## src/rtl/hazard_ctrl.sv

```systemverilog
// Pipeline hazard controller: registered E/M/W shadow of in-flight writers drives stall and fwd.
// Build option HAZARD_FWD_EN enables forwarding; without it any E/M dependence stalls.
module hazard_ctrl #(
  parameter int unsigned RA_W = 5,
  parameter int unsigned T_W  = 3
) (
  input  logic            clk,
  input  logic            reset,
  input  logic [RA_W-1:0] D_rs,
  input  logic [RA_W-1:0] D_rt,
  input  logic            D_need_rs,
  input  logic            D_need_rt,
  input  logic [T_W-1:0]  D_Tuse_rs,
  input  logic [T_W-1:0]  D_Tuse_rt,
  input  logic [T_W-1:0]  D_Tnew,
  input  logic [RA_W-1:0] D_wa,
  input  logic            D_we,
  output logic            stall,
  output logic [1:0]      fwd_D_rs,
  output logic [1:0]      fwd_D_rt,
  output logic [1:0]      fwd_E_rs,
  output logic [1:0]      fwd_E_rt,
  output logic            fwd_M_rt
);

  typedef struct packed {
    logic [RA_W-1:0] wa;
    logic            we;
    logic [T_W-1:0]  tnew;
    logic [RA_W-1:0] rs;
    logic [RA_W-1:0] rt;
  } stage_t;

  stage_t e_q, m_q, w_q;
  stage_t e_d, m_d, w_d;

  function automatic logic [T_W-1:0] dec_sat(input logic [T_W-1:0] t);
    return (t == '0) ? '0 : t - T_W'(1);
  endfunction

  // $0 is hard-wired, so a stage writing it never produces a dependence.
  function automatic logic hit(input stage_t s, input logic [RA_W-1:0] ra);
    return s.we && (s.wa != '0) && (s.wa == ra);
  endfunction

  always_comb begin
    e_d = '0;
    if (!stall) begin
      e_d.wa   = D_wa;
      e_d.we   = D_we;
      e_d.tnew = D_Tnew;
      e_d.rs   = D_rs;
      e_d.rt   = D_rt;
    end
    m_d      = e_q;
    m_d.tnew = dec_sat(e_q.tnew);
    w_d      = m_q;
    w_d.tnew = dec_sat(m_q.tnew);
  end

  always_ff @(posedge clk) begin
    if (!reset) begin
      e_q <= '0;
      m_q <= '0;
      w_q <= '0;
    end else begin
      e_q <= e_d;
      m_q <= m_d;
      w_q <= w_d;
    end
  end

  logic e_rs, m_rs, e_rt, m_rt;
  assign e_rs = D_need_rs && hit(e_q, D_rs);
  assign m_rs = D_need_rs && hit(m_q, D_rs);
  assign e_rt = D_need_rt && hit(e_q, D_rt);
  assign m_rt = D_need_rt && hit(m_q, D_rt);

  logic unused_sig;
  assign unused_sig = ^{D_Tuse_rs, D_Tuse_rt, w_q, m_q.rs, m_q.rt};

`ifdef HAZARD_FWD_EN
  // Nearest stage whose result already exists wins; a pending younger writer is skipped.
  function automatic logic [1:0] d_sel(input logic he, input logic hm, input logic hw,
                                       input logic [T_W-1:0] te, input logic [T_W-1:0] tm,
                                       input logic [T_W-1:0] tw);
    if (he && (te == '0)) return 2'd1;
    else if (hm && (tm == '0)) return 2'd2;
    else if (hw && (tw == '0)) return 2'd3;
    else return 2'd0;
  endfunction

  function automatic logic [1:0] e_sel(input stage_t m, input stage_t w,
                                       input logic [RA_W-1:0] ra);
    if (hit(m, ra) && (m.tnew == '0)) return 2'd2;
    else if (hit(w, ra)) return 2'd3;
    else return 2'd0;
  endfunction

  logic w_rs, w_rt;
  assign w_rs = D_need_rs && hit(w_q, D_rs);
  assign w_rt = D_need_rt && hit(w_q, D_rt);

  always_comb begin
    stall = (e_rs && (e_q.tnew > D_Tuse_rs)) || (m_rs && (m_q.tnew > D_Tuse_rs)) ||
            (e_rt && (e_q.tnew > D_Tuse_rt)) || (m_rt && (m_q.tnew > D_Tuse_rt));
    fwd_D_rs = d_sel(e_rs, m_rs, w_rs, e_q.tnew, m_q.tnew, w_q.tnew);
    fwd_D_rt = d_sel(e_rt, m_rt, w_rt, e_q.tnew, m_q.tnew, w_q.tnew);
    fwd_E_rs = e_sel(m_q, w_q, e_q.rs);
    fwd_E_rt = e_sel(m_q, w_q, e_q.rt);
    fwd_M_rt = hit(w_q, m_q.rt);
  end
`else
  // GRF write-through covers W, so only E and M can hold a value D cannot see yet.
  always_comb begin
    stall    = e_rs || m_rs || e_rt || m_rt;
    fwd_D_rs = 2'd0;
    fwd_D_rt = 2'd0;
    fwd_E_rs = 2'd0;
    fwd_E_rt = 2'd0;
    fwd_M_rt = 1'b0;
  end
`endif

endmodule

```

## config.mk

```make
export PLATFORM = sky130hd
export DESIGN_NAME = hazard_ctrl
export DESIGN_NICKNAME = d
export VERILOG_FILES = /design/src/rtl/hazard_ctrl.sv
export SDC_FILE = /design/constraint.sdc
export NUM_CORES = 1
export LEC_CHECK = 0
export ABC_AREA = 1
export CORE_MARGIN = 3
export CORE_UTILIZATION = 41
export DETAILED_ROUTE_END_ITERATION = 8
export PLACE_DENSITY_LB_ADDON = 0.05
export SKIP_LAST_GASP = 1
export SYNTH_ARGS = -nofsm -noshare
export SYNTH_HDL_FRONTEND = slang
export SYNTH_SLANG_ARGS = --single-unit
```

## constraint.sdc

```tcl
create_clock -name clk -period 2.3 [get_ports clk]
set_input_delay 0.69 -clock clk [delete_from_list [all_inputs] [get_ports clk]]
set_output_delay 0.69 -clock clk [all_outputs]
set_load 0.02 [all_outputs]
```

# == After elaboration in Yosys (flattened, before gate mapping) ==
# Index checks and enable logic that the tools add are counted.
# totals
ff_bits,12
latch_bits,0
mem_bits_rw,0
rom_bits,0
input_bits,29
output_inout_bits,10
word_cells,25
n_memories,0
# classes
n_addsub,0
multipliers,0
n_div,0
magnitude_cmp,0
n_eq_ne,4
shift,0
mux,0
n_bitwise,1
n_reduce_logical,16
# ops
op,count
$eq 5x5->1,4
$logic_and 1x1->1,10
$reduce_bool 5->1,2
$logic_or 1x1->1,3
$reduce_or 2->1,1
$not 1->1,1

# == Depth between registers and ports, before layout ==
# depth
word_depth,8
depth_mapped,10
mapped_depth_nobuf,10

# == Worst setup path before layout ==
# OpenSTA, ideal clock, no wires.
# synth_timing
path_kind,input to output
startpoint,input port D_rs[2]
endpoint,output port stall
arrival_ns,1.309
required_ns,1.610
setup_slack_ns,0.301
cell_stages,7
n_path_buf,0
path_cell_list,xnor2_1 > nand2_1 > nor2_1 > nand2_1 > nand2_1 > nand2_2 > nand2_1
# synth_between
elab_chain_len,6
elab_cells_between_ends,9
classes_between,eq/ne (2); reduce/logical (7)
# synth_rtl
item,line,text
"start, declared",9,"input logic [RA_W-1:0] D_rs,"
$eq 5x5->1,43,return s.we && (s.wa != '0) && (s.wa == ra);
$logic_and 1x1->1,43,
$logic_and 1x1->1 (on tied branches),"74, 75",
$logic_or 1x1->1 (*) (3 in a row),116,stall = e_rs || m_rs || e_rt || m_rt;
"end, declared",18,"output logic stall,"
# Every way passes the cells marked *; elsewhere a longest branch is shown, timed or not.

# == Worst setup path in the final report ==
# layout_timing
startpoint,input port D_rt[1]
endpoint,output port stall
# layout_between
elab_chain_len,5
elab_cells_between_ends,8
classes_between,eq/ne (2); reduce/logical (6)
# layout_rtl
item,line,text
"start, declared",10,"input logic [RA_W-1:0] D_rt,"
$eq 5x5->1,43,
$logic_and 1x1->1,43,
$logic_and 1x1->1,76,"assign e_rt = D_need_rt && hit(e_q, D_rt);"
$logic_or 1x1->1,116,
$logic_or 1x1->1 (*),116,
# Marked as above.

==> results_dict.tcl <==
set metrics [dict create \
    grt_pass1_wl_mm 2.27 \
    ctsHoldBuffers 0 \
    synth_top_area_share_pct 32.4 \
    placed_cell_area_um2 948 \
    fin_crit_ns 2.20 \
    fill_cells 133 \
    clkTransAtPathRegs_ns 0.07 \
    path_buf_inv 2 \
    dr.first_iter.drc_count 4 \
    num_vias 608 \
    cts-root-buf "clkbuf_4" \
    outcome "complete, no violations" \
    power_density_nw_per_um2 508 \
    synth_cell_types 13 \
    cts_max_level 1 \
    skew_ns 0.00176 \
    hold_ws_ns 0.421 \
    place_ws_ns -0.772 \
    numCtsBuffers 3 \
    syn_area_per_cell_um2 7.19 \
    fmax_mhz 454 \
    start_util_pct 46.5 \
    cts_tree "done" \
    slew_violations 0 \
    drive_gt1_share_pct 19.4 \
    cp_top_family "simple AND/OR/NAND/NOR gates" \
    setup-violations-final 0 \
    port-buffer-count 20 \
    overflow 0 \
    leakage_nw 0.533 \
    hold_viol_final 0 \
    fin_util_pct 61.2 \
    path_max_fanout 2 \
    syn_inst 103 \
    grtUsageTotal_pct 12.2 \
    peakVddDrop_mv 0.354 \
    viasPerCell 3.97 \
    max_cap_viol_count 0 \
    wl_per_cell_um 8.59 \
    worstSetupPathType "in -> out" \
    worst-path-stages 9 \
    r2r-start "e_q[15]" \
    ys_top_cells_by_area "dfxtp_1 (32%), xor2_1 (12%), xnor2_1 (11%)" \
    postRouteAntennaNets 0 \
    startpoint_type "input pin" \
    die_y_um 48.5 \
    worstPathCellList "buf_6, xnor2_2, nand2_1, nor2_1, nand3_1, nand2_1, nand2_2, nand2_2, buf_6" \
    slowest_stage "xnor2_2" \
    coreArea_um2 1590 \
    firstDrtPassIters 3 \
    routed_wl_mm 1.31 \
    fin_ws_ns 0.0984 \
    grt_antenna_before_repair 0 \
    rr_worst_depth 10 \
    required_ns 1.61 \
    grt_pass1_vias 553 \
    instances_no_fill 153 \
    critical_path_arrival_ns 1.51 \
    place_inst 148 \
    nNetsFinal 159 \
    gp_congestion 0.877 \
    period_share_pct 95.7 \
    synth_warnings 0 \
    crit_path_end_kind "output port" \
    final_area_um2 976 \
    hold_path.class "reg -> reg" \
    syn_to_final_growth_pct 31.8 \
    max_stage_delay_ns 0.14 \
    clk_latency_ns 0.26 \
    reg2reg_to "e_q[17]" \
    dp_hpwl_mm 1.08 \
    fin_total_pwr_mw 0.496 \
    setup_tns_ns 0 \
    yosysSeqAreaShare_pct 32.4 \
    grt_max_degree 8 \
    crit_path_end "stall" \
    die_w_um 48.5 \
    ys_seq_elements 12 \
    diodes 0 \
    drcViolationCount 0 \
    yosys.area.top_type "dfxtp_1" \
    die_area_um2 2350 \
    cts.sinks 12 \
    rsz0062_at_grt "no" \
    regToRegSetupSlack_ns 0.82 \
    clk_path_buf_depth 2 \
    synth_area_um2 741 \
    critPathLaunch "D_rt[1]" \
    fp-row-count 14 \
    ioPinCount 39 \
]
==> worst min-delay path: cells and delay by family, from the launching register on <==
| family | cells | cell delay (ns) |
|---|---|---|
| flops | 1 | 0.31 |
| simple gates | 1 | 0.05 |
| buf+inv | 1 | 0.03 |
==> repair_timing <==
| item | 4_1_cts | 5_1_grt |
|---|---|---|
| endpoints found under the setup margin | 1 | 1 |
| resized for setup | 31 | 16 |
| pin swaps | 12 | 13 |
| setup buffers | 1 | 0 |
==> logic make-up after synthesis <==
family | Yosys count | synth area share (%)
xor+xnor | 19 | 22.5
simple gates | 46 | 27.4
buf+inv | 25 | 17.2
flops | 12 | 32.4
other cells | 1 | 0.506
==> where the power goes <==
| group | internal (mW) | switching, mW |
|---|---|---|
| combinational | 0.0535 | 0.0507 |
| sequential | 0.218 | 0.0123 |
| clock | 0.0960 | 0.0653 |
==> how the worst min path moves through the flow <==
stage / startpoint / endpoint / depth (start not counted)
floorplan: e_q[13] / m_q[13] / 2
global placement: e_q[13] / m_q[13] / 2
CTS: e_q[13] / m_q[13] / 2
finish: e_q[13] / m_q[13] / 2
global route: e_q[13] / m_q[13] / 2
detailed placement: e_q[13] / m_q[13] / 2
==> cell type report <==
class                   instances  area [µm²]  share of cell area, %
clock buffers                   4        36.3                   3.72
multi-input cells              74         423                   43.3
inverters                      16        60.1                   6.15
well taps                      24        30.0                   3.08
flip-flops and latches         12         240                   24.6
repair buffers                 23         186                   19.1
==> per-layer routing <==
metal	vias up	global-route usage, %	part of all wire (%)	wire (µm)
li1	334	-	-	-
met1	250	14.7	45	593
met2	22	18.8	46	602
met3	2	3.37	8.1	106
met4	0	8.53	0.91	12
met5	-	0	0	0
==> registers in the layout (all words and copies together) (netlist names) <==
signal	cells
e_q	6
m_q	6
==> cell usage after synthesis <==
master,instances
nand3_4,1
nand3_1,3
nand2_2,2
nand2_1,20
nand3b_1,2
conb_1,1
inv_1,15
dfxtp_1,12
buf_4,9
clkinv_1,1
nor2_1,18
xor2_1,10
xnor2_1,9
==> cell usage in the layout, fill, tap and decap left out, types with 2 or more instances in the layout <==
cell,count
buf_2,2
buf_4,3
buf_6,3
clkbuf_2,6
clkbuf_4,3
clkdlybuf4s50_1,9
conb_1,9
dfxtp_1,12
inv_1,15
nand2_1,19
nand2_2,3
nand3_1,3
nand3b_1,2
nor2_1,17
xnor2_1,7
xnor2_2,2
xor2_1,10
Note: power is estimated with default switching activity, not from simulation.
